<file path="config.mk">
export PLATFORM = sky130hd
export DESIGN_NAME = l1_refill_biu
export DESIGN_NICKNAME = d
export VERILOG_FILES = /design/src/rtl/l1_biu_pkg.sv /design/src/rtl/l1_biu_watchdog.sv /design/src/rtl/l1_refill_biu.sv
export SDC_FILE = /design/constraint.sdc
export NUM_CORES = 1
export LEC_CHECK = 0
export CAP_MARGIN = 15
export CORE_AREA = 10 10 90 92
export CTS_BUF_LIST = sky130_fd_sc_hd__clkbuf_4 sky130_fd_sc_hd__clkbuf_8
export DETAILED_ROUTE_END_ITERATION = 8
export DIE_AREA = 0 0 100 102
export HOLD_SLACK_MARGIN = 0.06
export PLACE_DENSITY = 0.78
export SYNTH_ARGS = -nofsm -noshare
export SYNTH_HDL_FRONTEND = slang
export SYNTH_HIERARCHICAL = 1
export SYNTH_SLANG_ARGS = --single-unit
</file>
<file path="constraint.sdc">
create_clock -name clk -period 2.2 [get_ports clk]
set_clock_uncertainty 0.15 [all_clocks]
set_input_delay 0.66 -clock clk [delete_from_list [all_inputs] [get_ports clk]]
set_output_delay 0.66 -clock clk [all_outputs]
set_load 0.02 [all_outputs]
</file>
<file path="src/rtl/l1_biu_pkg.sv">
// rtl/l1_biu_pkg.sv - shared state encoding, defaults and helpers for the L1 refill bus interface
package l1_biu_pkg;

  // Controller states: three request kinds plus a one-cycle settle after success or abort
  typedef enum logic [2:0] {
    ST_IDLE  = 3'd0,
    ST_FILL  = 3'd1,
    ST_SRD   = 3'd2,
    ST_SWR   = 3'd3,
    ST_DONE  = 3'd4,
    ST_FAULT = 3'd5
  } biu_state_t;

  localparam int DEFAULT_ADDR_WIDTH     = 24;
  localparam int DEFAULT_LINE_SIZE      = 128;
  localparam int DEFAULT_TIMEOUT_CYCLES = 255;

  // Offset width within a cache line; LINE_SIZE is a power of two
  function automatic int line_wid_of(input int line_size);
    return $clog2(line_size);
  endfunction

endpackage

</file>
<file path="src/rtl/l1_biu_watchdog.sv">
// rtl/l1_biu_watchdog.sv - bus watchdog: flags a request left unacknowledged for TIMEOUT_CYCLES cycles
module l1_biu_watchdog #(
  parameter int TIMEOUT_CYCLES = 255
) (
  input  logic clk,
  input  logic rst,
  input  logic bus_req,
  input  logic bus_ack,
  output logic expired
);

  localparam int CW = $clog2(TIMEOUT_CYCLES + 1);
  localparam logic [CW-1:0] LIMIT = CW'(TIMEOUT_CYCLES);

  logic [CW-1:0] count;

  // Count waiting cycles of an outstanding request; an ack or a dropped request restarts the count
  always_ff @(posedge clk or negedge rst) begin
    if (!rst) begin
      count <= '0;
    end else if (!bus_req || bus_ack) begin
      count <= '0;
    end else if (count != LIMIT) begin
      count <= count + 1'b1;
    end
  end

  // Expiry only counts when the bus has not answered in this very cycle
  assign expired = bus_req && !bus_ack && (count == LIMIT);

endmodule

</file>
<file path="src/rtl/l1_refill_biu.sv">
// rtl/l1_refill_biu.sv - L1-I bus master: line fills, single reads, write-throughs; watchdog under L1_BIU_TIMEOUT_EN
module l1_refill_biu
  import l1_biu_pkg::*;
#(
  parameter int ADDR_WIDTH     = DEFAULT_ADDR_WIDTH,
  parameter int LINE_SIZE      = DEFAULT_LINE_SIZE,
  parameter int LINE_WID       = line_wid_of(LINE_SIZE),
  parameter int TIMEOUT_CYCLES = DEFAULT_TIMEOUT_CYCLES
) (
  input  logic                  clk,
  input  logic                  rst,
  input  logic                  read_line_req,
  input  logic                  read_req,
  input  logic                  write_through_req,
  input  logic [ADDR_WIDTH-1:0] pa,
  input  logic [7:0]            wt_data,
  output logic [7:0]            line_data,
  output logic [LINE_WID:0]     addr_count,
  output logic                  line_write,
  output logic                  cache_entry_refill,
  output logic                  trans_rdy,
  output logic                  bus_error,
  output logic                  bus_req,
  output logic                  bus_we,
  output logic [ADDR_WIDTH-1:0] bus_addr,
  output logic [7:0]            bus_wdata,
  input  logic [7:0]            bus_rdata,
  input  logic                  bus_ack,
  input  logic                  bus_err
);

  localparam logic [LINE_WID-1:0] LAST_OFFSET = {LINE_WID{1'b1}};

  biu_state_t          state;
  logic [LINE_WID-1:0] offset;
  logic [LINE_WID-1:0] data_offset;
  logic                ack_seen;
  logic                xfer_ok;
  logic                xfer_fail;
  logic                wd_expired;

  // An ack only means something while a request is actually on the bus
  assign ack_seen   = bus_req && bus_ack;
  assign xfer_ok    = ack_seen && !bus_err;
  assign xfer_fail  = (ack_seen && bus_err) || wd_expired;
  assign addr_count = {1'b0, data_offset};

`ifdef L1_BIU_TIMEOUT_EN
  l1_biu_watchdog #(
    .TIMEOUT_CYCLES(TIMEOUT_CYCLES)
  ) u_watchdog (
    .clk     (clk),
    .rst     (rst),
    .bus_req (bus_req),
    .bus_ack (bus_ack),
    .expired (wd_expired)
  );
`else
  logic unused_timeout;
  assign wd_expired     = 1'b0;
  assign unused_timeout = (TIMEOUT_CYCLES != 0);
`endif

  // Request sequencer: bus handshake, fill offset walk and one-cycle result strobes
  always_ff @(posedge clk or negedge rst) begin
    if (!rst) begin
      state              <= ST_IDLE;
      offset             <= '0;
      data_offset        <= '0;
      line_data          <= '0;
      line_write         <= 1'b0;
      cache_entry_refill <= 1'b0;
      trans_rdy          <= 1'b0;
      bus_error          <= 1'b0;
      bus_req            <= 1'b0;
      bus_we             <= 1'b0;
      bus_addr           <= '0;
      bus_wdata          <= '0;
    end else begin
      line_write         <= 1'b0;
      cache_entry_refill <= 1'b0;
      trans_rdy          <= 1'b0;
      bus_error          <= 1'b0;
      case (state)
        ST_IDLE: begin
          offset <= '0;
          if (read_line_req) begin
            state    <= ST_FILL;
            bus_we   <= 1'b0;
            bus_addr <= {pa[ADDR_WIDTH-1:LINE_WID], {LINE_WID{1'b0}}};
          end else if (read_req) begin
            state    <= ST_SRD;
            bus_we   <= 1'b0;
            bus_addr <= pa;
          end else if (write_through_req) begin
            state     <= ST_SWR;
            bus_we    <= 1'b1;
            bus_addr  <= pa;
            bus_wdata <= wt_data;
          end
        end
        ST_FILL: begin
          if (xfer_fail) begin
            bus_req   <= 1'b0;
            bus_error <= 1'b1;
            state     <= ST_FAULT;
          end else if (xfer_ok) begin
            line_data   <= bus_rdata;
            data_offset <= offset;
            line_write  <= 1'b1;
            if (offset == LAST_OFFSET) begin
              bus_req            <= 1'b0;
              cache_entry_refill <= 1'b1;
              trans_rdy          <= 1'b1;
              state              <= ST_DONE;
            end else begin
              offset                  <= offset + 1'b1;
              bus_addr[LINE_WID-1:0]  <= offset + 1'b1;
            end
          end else if (!bus_req) begin
            bus_req <= 1'b1;
          end
        end
        ST_SRD: begin
          if (xfer_fail) begin
            bus_req   <= 1'b0;
            bus_error <= 1'b1;
            state     <= ST_FAULT;
          end else if (xfer_ok) begin
            bus_req   <= 1'b0;
            line_data <= bus_rdata;
            trans_rdy <= 1'b1;
            state     <= ST_DONE;
          end else if (!bus_req) begin
            bus_req <= 1'b1;
          end
        end
        ST_SWR: begin
          if (xfer_fail) begin
            bus_req   <= 1'b0;
            bus_error <= 1'b1;
            state     <= ST_FAULT;
          end else if (xfer_ok) begin
            bus_req   <= 1'b0;
            trans_rdy <= 1'b1;
            state     <= ST_DONE;
          end else if (!bus_req) begin
            bus_req <= 1'b1;
          end
        end
        ST_DONE, ST_FAULT: begin
          bus_we <= 1'b0;
          state  <= ST_IDLE;
        end
        default: begin
          bus_req <= 1'b0;
          state   <= ST_IDLE;
        end
      endcase
    end
  end

endmodule
</file>
==> flow_summary.toml, run 1 <==
[cts]
root_buffer = "clkbuf_8"
postCtsHoldBufs = 0
cts_tree = "yes"
cts_inserted_buffers = 9
htree_num_levels = 3
cts.sink_count = 63
clk_latency_ps = 330
clkSlewWorstSetupHoldPaths_ps = 60
cts_buffer_depth = 2

[sta]
timing.final.crit_share_pct = 97.6
rsz0062_at_grt = "no"
fmax_mhz = 466
setup_violations = 0
fin_ws_ps = 52.7
finalMaxSlewViolations = 0
finalSetupTns_ps = 0
hold_viol_final = 0
period_minus_slack_ps = 2150

[logic_synthesis]
synth_compound_area_share_pct = 8.75
synth_top_family_by_area = "multiplexers"
synth_xor_area_share_pct = 0.928
yosysWarnings = 6
syn-num-nets = 269
synthArstFlopShare_pct = 100
synth_top_area_share_pct = 55.7
ys_seq_elements = 63
avgSynthCellArea_um2 = 12.8
synth_cells = 221
synthFlopType = "dfrtp_1"
yosysTopAreaCell = "dfrtp_1"
synthSimpleGateAreaFrac_pct = 13.2
synth_area_leaders = "dfrtp_1 56%, mux2_1 11%, mux2_4 3.7%, mux2_2 3.2%, nand2_1 2.7%"
synth.area.mux_share_pct = 18.0
syn-cell-area_um2 = 2830
synth_adder_area_share_pct = 0.442
synth_cell_type_count = 50
ys_seq_area_share_pct = 55.7
synth_edf_count = 0

[setup_path]
crit_chain = "clkdlybuf4s50_1 > and4bb_2 > o311a_1 > buf_4 > nor3b_1 > a31o_1"
rr_worst_depth = 4
timing.critical_path.from = "bus_ack"
crit_required_ps = 2270
crit_path_top_delay_cell = "clkdlybuf4s50_1"
r2r_end = "offset[5]"
path_buf_inv = 2
crit_arrival_ps = 2220
max_stage_delay_ps = 510
worst-setup-path-type = "input port to flop"
path_delay_family = "buffers and inverters"
start_kind = "input port"
cp_max_fo = 4
end_kind = "flop"
rrSetupSlack_ps = 200
reg2reg_from = "state[0]"

[floorplan]
fp.dieW_um = 100
coreArea_um2 = 6280
num_rows = 29
ioPinCount = 101
dieArea_um2 = 10200
die_h_um = 102
initial_core_util_pct = 45.1

[global_route]
grt_overflow = 0
grt_antenna_before_repair = 0
grt_pass1_vias = 2223
grt_pass1_wl_um = 11300
grt_use_total_pct = 13.8
grt_max_degree = 64

[final_layout]
multi_input_area_um2 = 1170
seqCellArea_um2 = 1580
diodes = 0
stdcell_area_um2 = 4220
postLayoutCoreUtil_pct = 67.3
fin_cells = 423
syn_to_final_growth_pct = 49.1
fillerInstances = 501
post_route_cells_drive_above_1_share_pct = 19.1
layout.nets = 391

[placed_design]
placed_cells = 409
place_area_um2 = 4050
place.gp.congestion = 0.898
post-place-ws_ps = -258
port-buffer-count = 99
hpwl_um = 5600

[job]
cap_viol_max_count = 0

[routing]
drt-initial-drc-count = 67
m1WireLength_um = 2920
wl_per_cell_um = 17.1
drc = 0
vias = 2179
maxUsedRoutingLayer = "met4"
drtPass1Iterations = 4
ant_nets = 0
vias_per_cell = 5.15
wl_met3_um = 666
wl_met2_um = 3490
routed_wl_um = 7230

[pwr]
leakage_nw = 1.88
p_per_area_nw_per_um2 = 1300
vdd_ir_drop_max_mv = 0.692

[worst_hold_path]
hold_path_class = "input port to asynchronous set/reset pin"

[run_status]
status = "finished clean"
==> layout make-up <==
class                           instances  share of cell area (%)
Clock buffer                           13                    3.94
Clock inverter                          1                   0.118
Inverter                                6                   0.533
Multi-Input combinational cell        143                    27.8
Sequential cell                        63                    37.3
Tap cell                               77                    2.28
Timing Repair Buffer                  120                    28.0
==> cell families after synthesis <==
kind of cell               Yosys count
xor gates and xnor gates             3
buffers and inverters               15
other                                1
and+or+nand+nor                     58
DFF                                 63
muxes                               43
AOI/OAI and AO/OA                   37
adders and majority gates            1
==> registers in the layout, indices dropped and copies added (netlist names) <==
signal              flops
line_write              1
offset                  7
cache_entry_refill      1
trans_rdy               1
bus_wdata               8
bus_we                  1
bus_addr               24
bus_error               1
line_data               8
data_offset             7
bus_req                 1
state                   3
==> cells in the mapped netlist (2+ instances only) <==
library cell	n
dfrtp_1	63
mux2_1	28
nand2_1	20
o21ai_0	10
mux2_2	8
mux2_4	7
nand3b_1	6
a21oi_1	5
inv_1	5
nand3_1	5
nor2_1	5
a21o_1	3
clkbuf_1	3
o211ai_1	3
o21ai_1	3
xnor2_1	3
a22o_1	2
and3_1	2
buf_2	2
buf_4	2
buf_6	2
nand3_2	2
nor2_8	2
nor2b_1	2
nor3_2	2
o31a_1	2
==> metrics by stage <==
stage | power, W | hold WS, ps
after floorplan | 0.00338 | 214
after global placement | 0.00462 | 314
after detailed placement | 0.00469 | 319
after CTS | 0.00559 | 187
after global routing | 0.00583 | 198
final | 0.00551 | 168
==> worst max-delay path by stage <==
stage / endpoint / cells after the start
after global placement: offset[1] / 6
after floorplan: offset[5] / 4
after global routing: offset[1] / 6
after detailed placement: offset[1] / 6
after CTS: bus_we / 1
final: offset[1] / 6
==> layer usage <==
metal | track usage [%] | vias up
li1 | - | 1027
met1 | 15.6 | 1058
met2 | 22.1 | 80
met3 | 5.87 | 14
met4 | 6.52 | 0
met5 | 0 | -
==> cells in the final DEF, fill, tap and decap left out, types with 5 or more instances in the layout <==
master,Yosys,layout
clkdlybuf4s50_1,0,96
dfrtp_1,63,63
a21oi_1,5,5
nand3_1,5,5
mux2_4,7,7
inv_1,5,5
o21ai_0,10,10
mux2_1,28,28
nor2_1,5,5
mux2_2,8,8
nand3b_1,6,6
buf_4,2,18
clkbuf_8,0,11
nand2_1,20,20
==> timing repair <==
item	CTS	global route
endpoints found under the setup margin	1	1
endpoints found under the hold margin	0	0
gates resized for setup	1	1
cloned	0	0
buffers inserted	0	0
==> report_power, final <==
part	total, W	switching, W	internal [W]
sequential	0.00187	0.000270	0.00160
clock	0.000887	0.000405	0.000482
combinational	0.00276	0.00129	0.00147
No activity file was read; power rests on OpenSTA's default activity.
==> inputs of run 2 (changes only) <==
--- a/config.mk
+++ b/config.mk
@@ -16,3 +16,4 @@
 export SYNTH_HDL_FRONTEND = slang
 export SYNTH_HIERARCHICAL = 1
 export SYNTH_SLANG_ARGS = --single-unit
+export TNS_END_PERCENT = 5
==> results of run 2 <==
No change in the layout: final DEF, timing and power equal those of run 1.
